--- src/rtl/link_pkg.sv ---
// Shared definitions for the byte link (slave and master sides).
//   link_state_e   : slave handshake state enumeration
//   BYTES_PER_WORD : bytes assembled into one word
//   BYTE_W/WORD_W  : byte and word widths
//   IDX_W          : width of the byte slot index
package link_pkg;

  localparam int BYTES_PER_WORD = 4;
  localparam int BYTE_W         = 8;
  localparam int WORD_W         = BYTES_PER_WORD * BYTE_W;
  localparam int IDX_W          = $clog2(BYTES_PER_WORD);

  typedef enum logic [1:0] {
    ST_IDLE      = 2'd0,
    ST_ACK_HI    = 2'd1,
    ST_WORD_OUT  = 2'd2,
    ST_ERR_DRAIN = 2'd3
  } link_state_e;

endpackage

--- src/rtl/link_timeout_ctr.sv ---
// Handshake timeout counter.
//   clk       : clock
//   rst       : asynchronous active-high reset
//   i_clear   : restart the count at zero
//   i_enable  : count one cycle of waiting
//   o_expired : high in the enabled cycle whose increment reaches TIMEOUT
// TIMEOUT = 0 disables expiry entirely.
module link_timeout_ctr #(
  parameter int TIMEOUT = 255
) (
  input  logic clk,
  input  logic rst,
  input  logic i_clear,
  input  logic i_enable,
  output logic o_expired
);

  localparam int            CW    = (TIMEOUT > 0) ? $clog2(TIMEOUT + 1) : 1;
  localparam logic [CW-1:0] LIMIT = CW'(TIMEOUT);
  localparam logic [CW-1:0] LAST  = LIMIT - CW'(1);
  localparam bit            TO_EN = (TIMEOUT != 0);

  logic [CW-1:0] r_cnt;

  // Expiry is flagged combinationally so the FSM can react on the same edge
  // that would carry the count to TIMEOUT.
  assign o_expired = TO_EN && i_enable && (r_cnt == LAST);

  // Saturates at LIMIT so a long drain never wraps back into range.
  always_ff @(posedge clk or posedge rst) begin
    if (rst) begin
      r_cnt <= '0;
    end else if (i_clear) begin
      r_cnt <= '0;
    end else if (i_enable && (r_cnt != LIMIT)) begin
      r_cnt <= r_cnt + CW'(1);
    end
  end

endmodule

--- src/rtl/slave_fsm.sv ---
// 4-phase link slave: collects four bytes into a 32-bit word.
//   clk        : clock, rising edge
//   rst        : asynchronous active-high reset
//   req        : request from link master, data valid while high
//   data       : byte from master, captured when req is seen in IDLE
//   word_ready : downstream accepts the held word
//   ack        : registered acknowledge to master
//   word       : assembled word, byte 0 in [7:0]
//   word_valid : word is being held for the consumer
//   err        : one-cycle pulse when ack waited TIMEOUT cycles for req to fall
module slave_fsm
  import link_pkg::*;
#(
  parameter int TIMEOUT = 255
) (
  input  logic              clk,
  input  logic              rst,
  input  logic              req,
  input  logic [BYTE_W-1:0] data,
  input  logic              word_ready,
  output logic              ack,
  output logic [WORD_W-1:0] word,
  output logic              word_valid,
  output logic              err
);

  localparam logic [IDX_W-1:0] LAST_IDX = IDX_W'(BYTES_PER_WORD - 1);

  link_state_e                           r_state;
  logic [IDX_W-1:0]                      r_idx;
  logic [BYTES_PER_WORD-1:0][BYTE_W-1:0] r_slots;
  logic [WORD_W-1:0]                     r_word;
  logic                                  r_ack;
  logic                                  r_word_valid;
  logic                                  r_err;

  logic w_clear;
  logic w_enable;
  logic w_expired;

  // Count restarts at each capture and advances only while ack waits on req.
  assign w_clear  = (r_state == ST_IDLE) && req;
  assign w_enable = (r_state == ST_ACK_HI) && req;

  link_timeout_ctr #(
    .TIMEOUT(TIMEOUT)
  ) u_timeout (
    .clk      (clk),
    .rst      (rst),
    .i_clear  (w_clear),
    .i_enable (w_enable),
    .o_expired(w_expired)
  );

  assign ack        = r_ack;
  assign word       = r_word;
  assign word_valid = r_word_valid;
  assign err        = r_err;

  // ack and word_valid are updated together with the state so they are
  // exact registered decodes of ACK_HI and WORD_OUT.
  always_ff @(posedge clk or posedge rst) begin
    if (rst) begin
      r_state      <= ST_IDLE;
      r_idx        <= '0;
      r_slots      <= '0;
      r_word       <= '0;
      r_ack        <= 1'b0;
      r_word_valid <= 1'b0;
      r_err        <= 1'b0;
    end else begin
      r_err <= 1'b0;
      case (r_state)
        ST_IDLE: begin
          if (req) begin
            r_slots[r_idx] <= data;
            r_ack          <= 1'b1;
            r_state        <= ST_ACK_HI;
          end
        end
        ST_ACK_HI: begin
          if (!req) begin
            r_ack <= 1'b0;
            if (r_idx == LAST_IDX) begin
              // Word is published only here, so partial words never show.
              r_word       <= r_slots;
              r_word_valid <= 1'b1;
              r_state      <= ST_WORD_OUT;
            end else begin
              r_idx   <= r_idx + IDX_W'(1);
              r_state <= ST_IDLE;
            end
          end else if (w_expired) begin
            r_err   <= 1'b1;
            r_ack   <= 1'b0;
            r_idx   <= '0;
            r_slots <= '0;
            r_state <= ST_ERR_DRAIN;
          end
        end
        ST_WORD_OUT: begin
          // req is deliberately not looked at here; a still-high req is
          // picked up by IDLE on the following edge.
          if (word_ready) begin
            r_word_valid <= 1'b0;
            r_idx        <= '0;
            r_state      <= ST_IDLE;
          end
        end
        ST_ERR_DRAIN: begin
          // Wait for req to drop so the stale byte is not captured again.
          if (!req) begin
            r_state <= ST_IDLE;
          end
        end
        default: begin
          r_ack        <= 1'b0;
          r_word_valid <= 1'b0;
          r_state      <= ST_IDLE;
        end
      endcase
    end
  end

endmodule

--- config.mk ---
export PLATFORM = sky130hd
export DESIGN_NAME = slave_fsm
export DESIGN_NICKNAME = d
export VERILOG_FILES = /design/src/rtl/link_pkg.sv /design/src/rtl/link_timeout_ctr.sv /design/src/rtl/slave_fsm.sv
export SDC_FILE = /design/constraint.sdc
export NUM_CORES = 1
export LEC_CHECK = 0
export BUFFER_PORTS_ARGS = -buffer_cell sky130_fd_sc_hd__buf_2
export CAP_MARGIN = 20
export CORE_MARGIN = 3
export CORE_UTILIZATION = 45
export CTS_BUF_LIST = sky130_fd_sc_hd__clkbuf_8
export CTS_CLUSTER_DIAMETER = 30
export DETAILED_ROUTE_END_ITERATION = 12
export GPL_TIMING_DRIVEN = 0
export PLACE_DENSITY = 0.65
export SLEW_MARGIN = 0
export SYNTH_ARGS = -nofsm -noshare
export SYNTH_HDL_FRONTEND = slang
export SYNTH_SLANG_ARGS = --single-unit
--- constraint.sdc ---
create_clock -name clk -period 2.6 [get_ports clk]
set_input_delay 0 -clock clk [delete_from_list [all_inputs] [get_ports clk]]
set_output_delay 0 -clock clk [all_outputs]
set_load 0.01 [all_outputs]
# Word-level counts from Yosys, hierarchy flattened
# Index checks and enable logic that the tools add are counted.
[classes]
add_sub_neg = 2
order_cmp = 2
eq_ne = 15
n_mux = 31
n_bitwise = 1
n_reduce_logical = 15
[op_table]
columns = ["operator", "n"]
rows = [
  ["$mux 32", 3],
  ["$pmux 32 s2", 1],
  ["$bwmux 32", 1],
  ["$mux 8", 3],
  ["$mux 2", 9],
  ["$demux 8 s2", 1],
  ["$reduce_and 4->1", 4],
  ["$ne 2x2->1 const B", 5],
  ["$mux 1", 9],
  ["$add 8x1->8 const B", 1],
  ["$eq 8x8->1 const B", 1],
  ["$ne 8x8->1 const B", 1],
  ["$pmux 2 s4", 1],
  ["$eq 2x2->1 const B", 3],
  ["$reduce_and 3->1", 2],
  ["$reduce_bool 2->1", 3],
  ["$logic_and 1x1->1", 5],
  ["$ne 2x1->1 const B", 2],
  ["$pmux 1 s2", 2],
  ["$pmux 2 s2", 1],
  ["$lt 2x3->1 const B", 1],
  ["$ne 3x2->1 const B", 1],
  ["$ne 3x3->1 const B", 1],
  ["$add 2x1->2 const B", 1],
  ["4 further kinds", 4],
]
[totals]
ff_bits = 79
input_bits = 12
out_inout_bits = 35

# Longest topological paths before layout
# Gate-level depths: netlist (run 1).
[depth]
word_depth = 7
mapped_depth = 7
ltp_nobuf = 6

# By module
# A second synthesis (run 1) with hierarchy kept.
[unflattened]
hier_cells = 353
hier_area_um2 = 3579.7
[by_module_without_submodules]
columns = ["mod", "instances", "cells_each", "area_each_um2", "seq_area_each_um2"]
rows = [
  ["slave_fsm", 1, 303, 3136.8, 1776.7],
  ["link_timeout_ctr", 1, 50, 442.9, 200.2],
]

# Least setup slack after synthesis (run 1)
# Ideal clock, no wire load.
[synth_timing]
kind = "register -> register"
from = "register r_state[1]"
to = "register r_slots[0] (netlist bit)"
setup_ns = 0.121
t_arrival_ns = 1.540
path_slack_ns = 0.939
stages_incl_launch_ff = 8
n_path_buf = 1
synth_period_minus_slack_ns = 1.661
path_cell_list = "dfrtp_1 > inv_1 > ha_1 > buf_6 > inv_1 > nor3_4 > o21ai_4 > a22o_1"
[synth_between]
elab_chain_cells = 5
elab_cells_between_ends = 10
cone_classes = "eq/ne (4); mux (1); reduce/logical (5)"
[synth_lines]
columns = ["element", "line", "source"]
rows = [
  ["from (decl)", "slave_fsm.sv:29", "link_state_e r_state;"],
  ["from (signal assigned)", "slave_fsm.sv:64", "r_state <= ST_IDLE;"],
  ["from (signal assigned)", "slave_fsm.sv:78", "r_state <= ST_ACK_HI;"],
  ["from (signal assigned)", "slave_fsm.sv:88", "r_state <= ST_WORD_OUT;"],
  ["$eq 2x1->1", "slave_fsm.sv:43, slave_fsm.sv:73", ""],
  ["$logic_and 1x1->1", "slave_fsm.sv:43", "assign w_enable = (r_state == ST_ACK_HI) && req;"],
  ["$logic_and 1x1->1", "link_timeout_ctr.sv:27", "assign o_expired = TO_EN && i_enable && (r_cnt == LAST);"],
  ["$ne 2x1->1 (no source line)", "n/a", ""],
  ["$reduce_and 4->1 (no source line)", "n/a", ""],
  ["to (signal, indexed assignment)", "slave_fsm.sv:76", "r_slots[r_idx] <= data;"],
  ["to (decl)", "slave_fsm.sv:31", "logic [BYTES_PER_WORD-1:0][BYTE_W-1:0] r_slots;"],
]
# Parallel ways exist; a longest one is shown, timed or not.
# A chain may end at the register's enable or synchronous reset.

# Final worst setup path (run 1)
[layout_timing]
from = "register r_state[1]"
to = "register r_slots[25] (netlist bit)"
# Same word-level chain as after synthesis.

==> results.sh, run 1 <==
export IMPL_post_cts_buffers=0
export IMPL_htreeDepth=3
export IMPL_switchingPower_uw=1250
export IMPL_drv_cap=0
export IMPL_grt_overflow=0
export IMPL_syn_avg_cell_area_um2=13.9
export IMPL_fin_crit_sh=0.723
export IMPL_worstPathRequired_ns=2.83
export IMPL_rows=31
export IMPL_leakage_uw=0.00213
export IMPL_die_h_um=93.1
export IMPL_grt_pass1_wl_um=11200
export IMPL_antenna_found_initial=0
export IMPL_portBuffers=45
export IMPL_synthArstFlopShare=1.00
export IMPL_layout_nets=336
export IMPL_drt_initial_drc_count=103
export IMPL_hpwl_um=4730
export IMPL_dieArea_um2=8660
export IMPL_r2r_cells=7
export IMPL_status="completed"
export IMPL_ant_nets=0
export IMPL_reg2reg_setup_slack_ns=0.72
export IMPL_placed_area_um2=3790
export IMPL_crit_type="reg2reg"
export IMPL_seq_power_share=0.466
export IMPL_design_area_um2=4120
export IMPL_grt_pass1_vias=2277
export IMPL_clock_power_share=0.249
export IMPL_mostFrequentLayoutCell="dfrtp_1"
export IMPL_intPower_uw=2780
export IMPL_routed_wl_um=6770
export IMPL_synthCells=246
export IMPL_path_max_fanout=9
export IMPL_hold_path_class="in2async"
export IMPL_end_kind="flop"
export IMPL_final_cell_mix="dfrtp_1 (79), buf_2 (49), mux2_2 (33), a22o_1 (33), dlygate4sd3_1 (11)"
export IMPL_final_util=0.565
export IMPL_ys_seq_area_frac=0.579
export IMPL_grt_setup_unrepaired="false"
export IMPL_holdBufCountCts=11
export IMPL_cts_buffers_inserted=9
export IMPL_clkSinkCount=79
export IMPL_slew_violations=0
export IMPL_ios=47
export IMPL_cts_resized=0
export IMPL_grtUsageTotal=0.170
export IMPL_clk_pin_slew_ns=0.08
export IMPL_skew_ns=0.00868
export IMPL_hold_viol=0
export IMPL_synth_edf_count=0
export IMPL_slew_headroom=0.700
export IMPL_cp_start_kind="flop"
export IMPL_swShare=0.310
export IMPL_yosysWarnings=0
export IMPL_worst_slew_pin_slew_ns=0.449
export IMPL_dr_pass1_iters=4
export IMPL_diodes=0
export IMPL_period_minus_slack_ns=1.88
export IMPL_r2r_end="r_slots[25]"
export IMPL_max_freq_ghz=0.532
export IMPL_p_comb_frac=0.285
export IMPL_viasPerCell=5.28
export IMPL_syn_nets=268
export IMPL_root_buffer="clkbuf_8"
export IMPL_start_util=0.468
export IMPL_cts_max_path_buffers=2
export IMPL_cp_arrival_ns=2.11
export IMPL_synth_distinct_cells=39
export IMPL_wire_per_inst_um=16.2
export IMPL_reg2reg_from="r_state[1]"
export IMPL_grt_max_degree=62
export IMPL_route_detailed_drc=0
export IMPL_drive_gt1_frac=0.376
export IMPL_die_w_um=93.1
export IMPL_worstSkewPairLatency_ns=0.35
export IMPL_power_density_nw_per_um2=978
export IMPL_synth_area_um2=3410
export IMPL_cts_tree="done"
export IMPL_irDropWorstVdd_uv=440
export IMPL_synth_seq_cells=79
export IMPL_place_gp_congestion=0.804
export IMPL_ys_flop_type="dfrtp_1"
export IMPL_setup_viol_count_final=0
export IMPL_syn_to_final_growth_pct=20.8
export IMPL_vias=2208
export IMPL_core_area_um2=7290
-- worst max-delay path by stage --
stage | startpoint | to
2_1_floorplan | rst | ack
3_3_place_gp | rst | word[17]
3_5_place_dp | r_state[1] | r_slots[27]
4_1_cts | r_state[1] | r_slots[25]
5_1_grt | r_state[1] | r_slots[25]
6_report | r_state[1] | r_slots[25]
-- metal layers --
layer,vias to the layer above,wire [um],global-route usage,part of all wire
met5,-,0,0,0
met4,0,158,0.0891,0.023
met3,11,289,0.0298,0.043
met2,65,3220,0.266,0.48
met1,1103,3100,0.225,0.46
li1,1029,-,-,-
-- worst max-delay path, stage by stage (launching register included) --
cell and delay [ns]:
dfrtp_1 0.41, inv_1 0.11, ha_1 0.16, buf_6 0.12, inv_1 0.12, nor3_4 0.45, o21ai_4 0.17, a22o_1 0.22
-- cell type report --
cell class	instances	area, um2
Clock buffer	9	124
Fill cell	630	3170
Buffer	11	81.3
Clock inverter	7	96.3
Tap cell	99	124
Timing Repair Buffer	57	363
Sequential cell	79	1980
Inverter	8	32.5
Multi-Input combinational cell	148	1320
-- per-stage QoR --
stage               setup slack [ns]  hold WS [ns]  cells  total power, uW  setup TNS (ns)
detailed placement             0.702       -0.0319    391             3050               0
global route                   0.575         0.154    418             4300               0
floorplan                      0.577         0.140    246             2650               0
finish                         0.720         0.143    418             4030               0
global placement              -0.340         0.304    390             2990          -26.50
CTS                            0.690         0.133    418             4080               0
-- synthesized netlist by cell type (3+ instances only) --
master,n,share of area
nand2_1,7,0.0077
nor2_1,8,0.0088
dfrtp_1,79,0.58
inv_1,8,0.0088
o21ai_4,4,0.019
mux2_2,33,0.11
nand4_1,3,0.0055
nand3_1,5,0.0073
o21ai_0,3,0.0044
buf_4,3,0.0066
ha_1,10,0.037
buf_2,4,0.0059
mux2i_1,4,0.012
buf_6,3,0.0099
a22o_1,33,0.085
and3_1,3,0.0055
xnor2_1,4,0.010
and2_2,4,0.0088
-- sequential cells by signal (all words and copies together) (netlist names) --
| register | flops |
|---|---|
| r_slots | 32 |
| word | 32 |
| u_timeout.r_cnt | 8 |
| r_idx | 2 |
| r_state | 2 |
| ack | 1 |
| err | 1 |
| word_valid | 1 |
-- logic make-up after synthesis --
family                     synth area share
AOI/OAI and AO/OA                     0.134
adders and majority gates            0.0367
and+or+nand+nor                      0.0810
xor gates and xnor gates             0.0154
buffers and inverters                0.0326
muxes                                 0.121
DFF                                   0.579
-- power by group through the flow --
| stage | combinational [uW] | clock (uW) | sequential, uW |
|---|---|---|---|
| floorplan | 732 | 0 | 1920 |
| global placement | 1110 | 0 | 1880 |
| detailed placement | 1140 | 0 | 1910 |
| CTS | 1160 | 1030 | 1880 |
| global route | 1280 | 1090 | 1930 |
| finish | 1150 | 1010 | 1880 |
No activity file was read; power rests on OpenSTA's default activity.
==> run 2: changes to the inputs <==
--- a/config.mk
+++ b/config.mk
@@ -13,7 +13,7 @@
 export CTS_CLUSTER_DIAMETER = 30
 export DETAILED_ROUTE_END_ITERATION = 12
 export GPL_TIMING_DRIVEN = 0
-export PLACE_DENSITY = 0.65
+export PLACE_DENSITY = 0.67
 export SLEW_MARGIN = 0
 export SYNTH_ARGS = -nofsm -noshare
 export SYNTH_HDL_FRONTEND = slang
==> constraint.sdc (replaced) <==
create_clock -name clk -period 1.5 [get_ports clk]
set_input_delay 0 -clock clk [delete_from_list [all_inputs] [get_ports clk]]
set_output_delay 0 -clock clk [all_outputs]
set_load 0.01 [all_outputs]
==> run 2 against run 1 <==
Against the previous run:
- the run now ends with negative setup slack left
- clock skew increased by 0.0017 ns
- core utilization up 5.9 points
- maximum frequency is 13% higher
- sequential power up 75%
- sequential share of layout area decreased by 4.5 points
- global-route usage up 0.32 points
- first-iteration DRC count fell by 24%
- cell count up 3.6%
- register-to-register slack lost 0.89 ns
- wire length up 7.1%
- hold slack improved by 0.077 ns
- die area did not move
==> results.sh, run 2 (synthesis gave the netlist of run 1 again) <==
export IMPL_status="finished, violations left"
export IMPL_violations="negative setup slack"
export IMPL_dieArea_um2=8660
export IMPL_crit_chain="inv_2 > ha_4 > buf_6 > nand2_2 > o21bai_2 > nand4_1 > mux2_2"
export IMPL_hold_viol=0
export IMPL_whs_ns=0.220
export IMPL_fin_tns_setup_ns=-9.50
export IMPL_setup_slack_ns=-0.168
export IMPL_grtUsageTotal=0.173
export IMPL_crit_type="reg2reg"
export IMPL_cp_start_kind="flop"
export IMPL_crit_buf_inv=2
export IMPL_hpwl_um=4720
export IMPL_drt_initial_drc_count=78
export IMPL_max_freq_ghz=0.599
export IMPL_layout_nets=351
export IMPL_worst_slew_pin_slew_ns=0.457
export IMPL_cts_tree="done"
export IMPL_path_delay_family="flip-flops"
export IMPL_dp_cells=392
export IMPL_grt_max_degree=34
export IMPL_vias=2309
export IMPL_reg2reg_from="r_state[1]"
export IMPL_grt_pass1_vias=2283
export IMPL_portBuffers=45
export IMPL_dr_pass1_iters=4
export IMPL_power_density_nw_per_um2=1650
export IMPL_r2r_end="r_idx[0]"
export IMPL_leakage_uw=0.00235
export IMPL_endpoint="r_idx[0]"
export IMPL_worstSkewPairLatency_ns=0.34
export IMPL_routed_wl_um=7250
export IMPL_wire_per_inst_um=16.7
export IMPL_viasPerCell=5.33
export IMPL_diodes=0
export IMPL_die_h_um=93.1
export IMPL_final_cell_mix="dfrtp_1 (79), buf_2 (45), a22o_1 (33), mux2_4 (27), dlygate4sd3_1 (11)"
export IMPL_die_w_um=93.1
export IMPL_slowest_delay_ns=0.40
export IMPL_ant_nets=0
export IMPL_place_gp_congestion=0.825
export IMPL_grt_overflow=0
export IMPL_hold_path_class="in2async"
export IMPL_cts_max_path_buffers=2
export IMPL_reg2reg_setup_slack_ns=-0.17
export IMPL_ios=47
export IMPL_grt_pass1_wl_um=11700
export IMPL_antenna_found_initial=0
export IMPL_seqCellArea_um2=1980
export IMPL_period_minus_slack_ns=1.67
export IMPL_route_detailed_drc=0
export IMPL_slew_headroom=0.694
export IMPL_grt_setup_unrepaired="true"
export IMPL_path_max_fanout=5
export IMPL_root_buffer="clkbuf_8"
export IMPL_slew_violations=0
export IMPL_drv_cap=0
export IMPL_skew_ns=0.0104
export IMPL_fin_cells=433
export IMPL_drive_gt1_frac=0.461
export IMPL_cts_buffers_inserted=9
export IMPL_slowest_stage="dfrtp_1"
export IMPL_fillers=590
export IMPL_end_kind="flop"
export IMPL_worstPathRequired_ns=1.72
export IMPL_clkSinkCount=79
export IMPL_multi_input_area_um2=1520
export IMPL_start_util=0.468
export IMPL_rows=31
export IMPL_core_area_um2=7290
export IMPL_setup_viol_count_final=73
export IMPL_cp_arrival_ns=1.89
export IMPL_setup_worst_path_start="r_state[1]"
export IMPL_mostFrequentLayoutCell="dfrtp_1"
export IMPL_htreeDepth=3
export IMPL_worst_path_stages=7
export IMPL_syn_to_final_growth_pct=33.4
export IMPL_clk_pin_slew_ns=0.09
export IMPL_fin_crit_sh=1.11
export IMPL_r2r_cells=7
export IMPL_irDropWorstVdd_uv=878
## run 2: cell types whose count changed in the layout (fill, tap and decap cells not counted), moves of 4 or more
cell    change
mux2_2     -27
mux2_4     +27
buf_4       +7
buf_12      +6
buf_2       -4
buf_6       +4
ha_1        -4
## run 2: layout make-up
cell class / count / area share
Tap cell: 99 / 0.0272
Sequential cell: 79 / 0.434
Multi-Input combinational cell: 148 / 0.334
Inverter: 8 / 0.00825
Buffer: 9 / 0.0234
Timing Repair Buffer: 74 / 0.129
Clock buffer: 9 / 0.0272
Clock inverter: 7 / 0.0173
## run 2: metal layers
metal	vias to the layer above	global-route usage	part of all wire
li1	1061	-	-
met1	1184	0.238	0.45
met4	0	0.0403	0.0074
met3	7	0.0451	0.043
met2	57	0.275	0.50
met5	-	0	0
## run 2: worst register-to-register path: cells and delay by family, from the launching register on
| kind | cells | cell delay, ns |
|---|---|---|
| buffers and inverters | 2 | 0.23 |
| AND/OR/NAND/NOR | 2 | 0.21 |
| multiplexers | 1 | 0.34 |
| flip-flops | 1 | 0.40 |
| AO/OA/AOI/OAI | 1 | 0.21 |
| adder cells (fa/ha/maj) | 1 | 0.15 |
## run 2: what timing repair did
action	in CTS	in global routing
resized for setup	50	14
pin swaps	6	11
endpoints found under the setup margin	69	76
hold buffers	11	0
setup buffers	9	4
cloned	3	1
hold endpoints to repair	69	0
## run 2: how the worst min path moves through the flow
stage          startpoint          to  slack, ns  cells after the start
6_report              rst    word[14]       0.22                      3
5_1_grt               rst         err       0.23                      3
4_1_cts               rst    word[14]       0.21                      3
3_5_place_dp          rst    word[14]       0.04                      2
3_3_place_gp   word_ready  word_valid       0.30                      4
2_1_floorplan     data[0]  r_slots[0]       0.14                      1
## run 2: power by group
part	internal (uW)	switching, uW
Clock	790	804
Combinational	1510	1090
Sequential	2830	460
Total	5130	2360
## run 2: metrics by stage
step	setup WS (ns)	power [uW]	util	area, um2
2_1_floorplan	-0.0732	4610	-	3420
3_3_place_gp	-0.309	5210	0.517	3770
3_5_place_dp	-0.317	5300	0.522	3810
4_1_cts	-0.183	7350	0.612	4460
5_1_grt	-0.274	7940	0.624	4550
6_report	-0.168	7490	0.624	4550
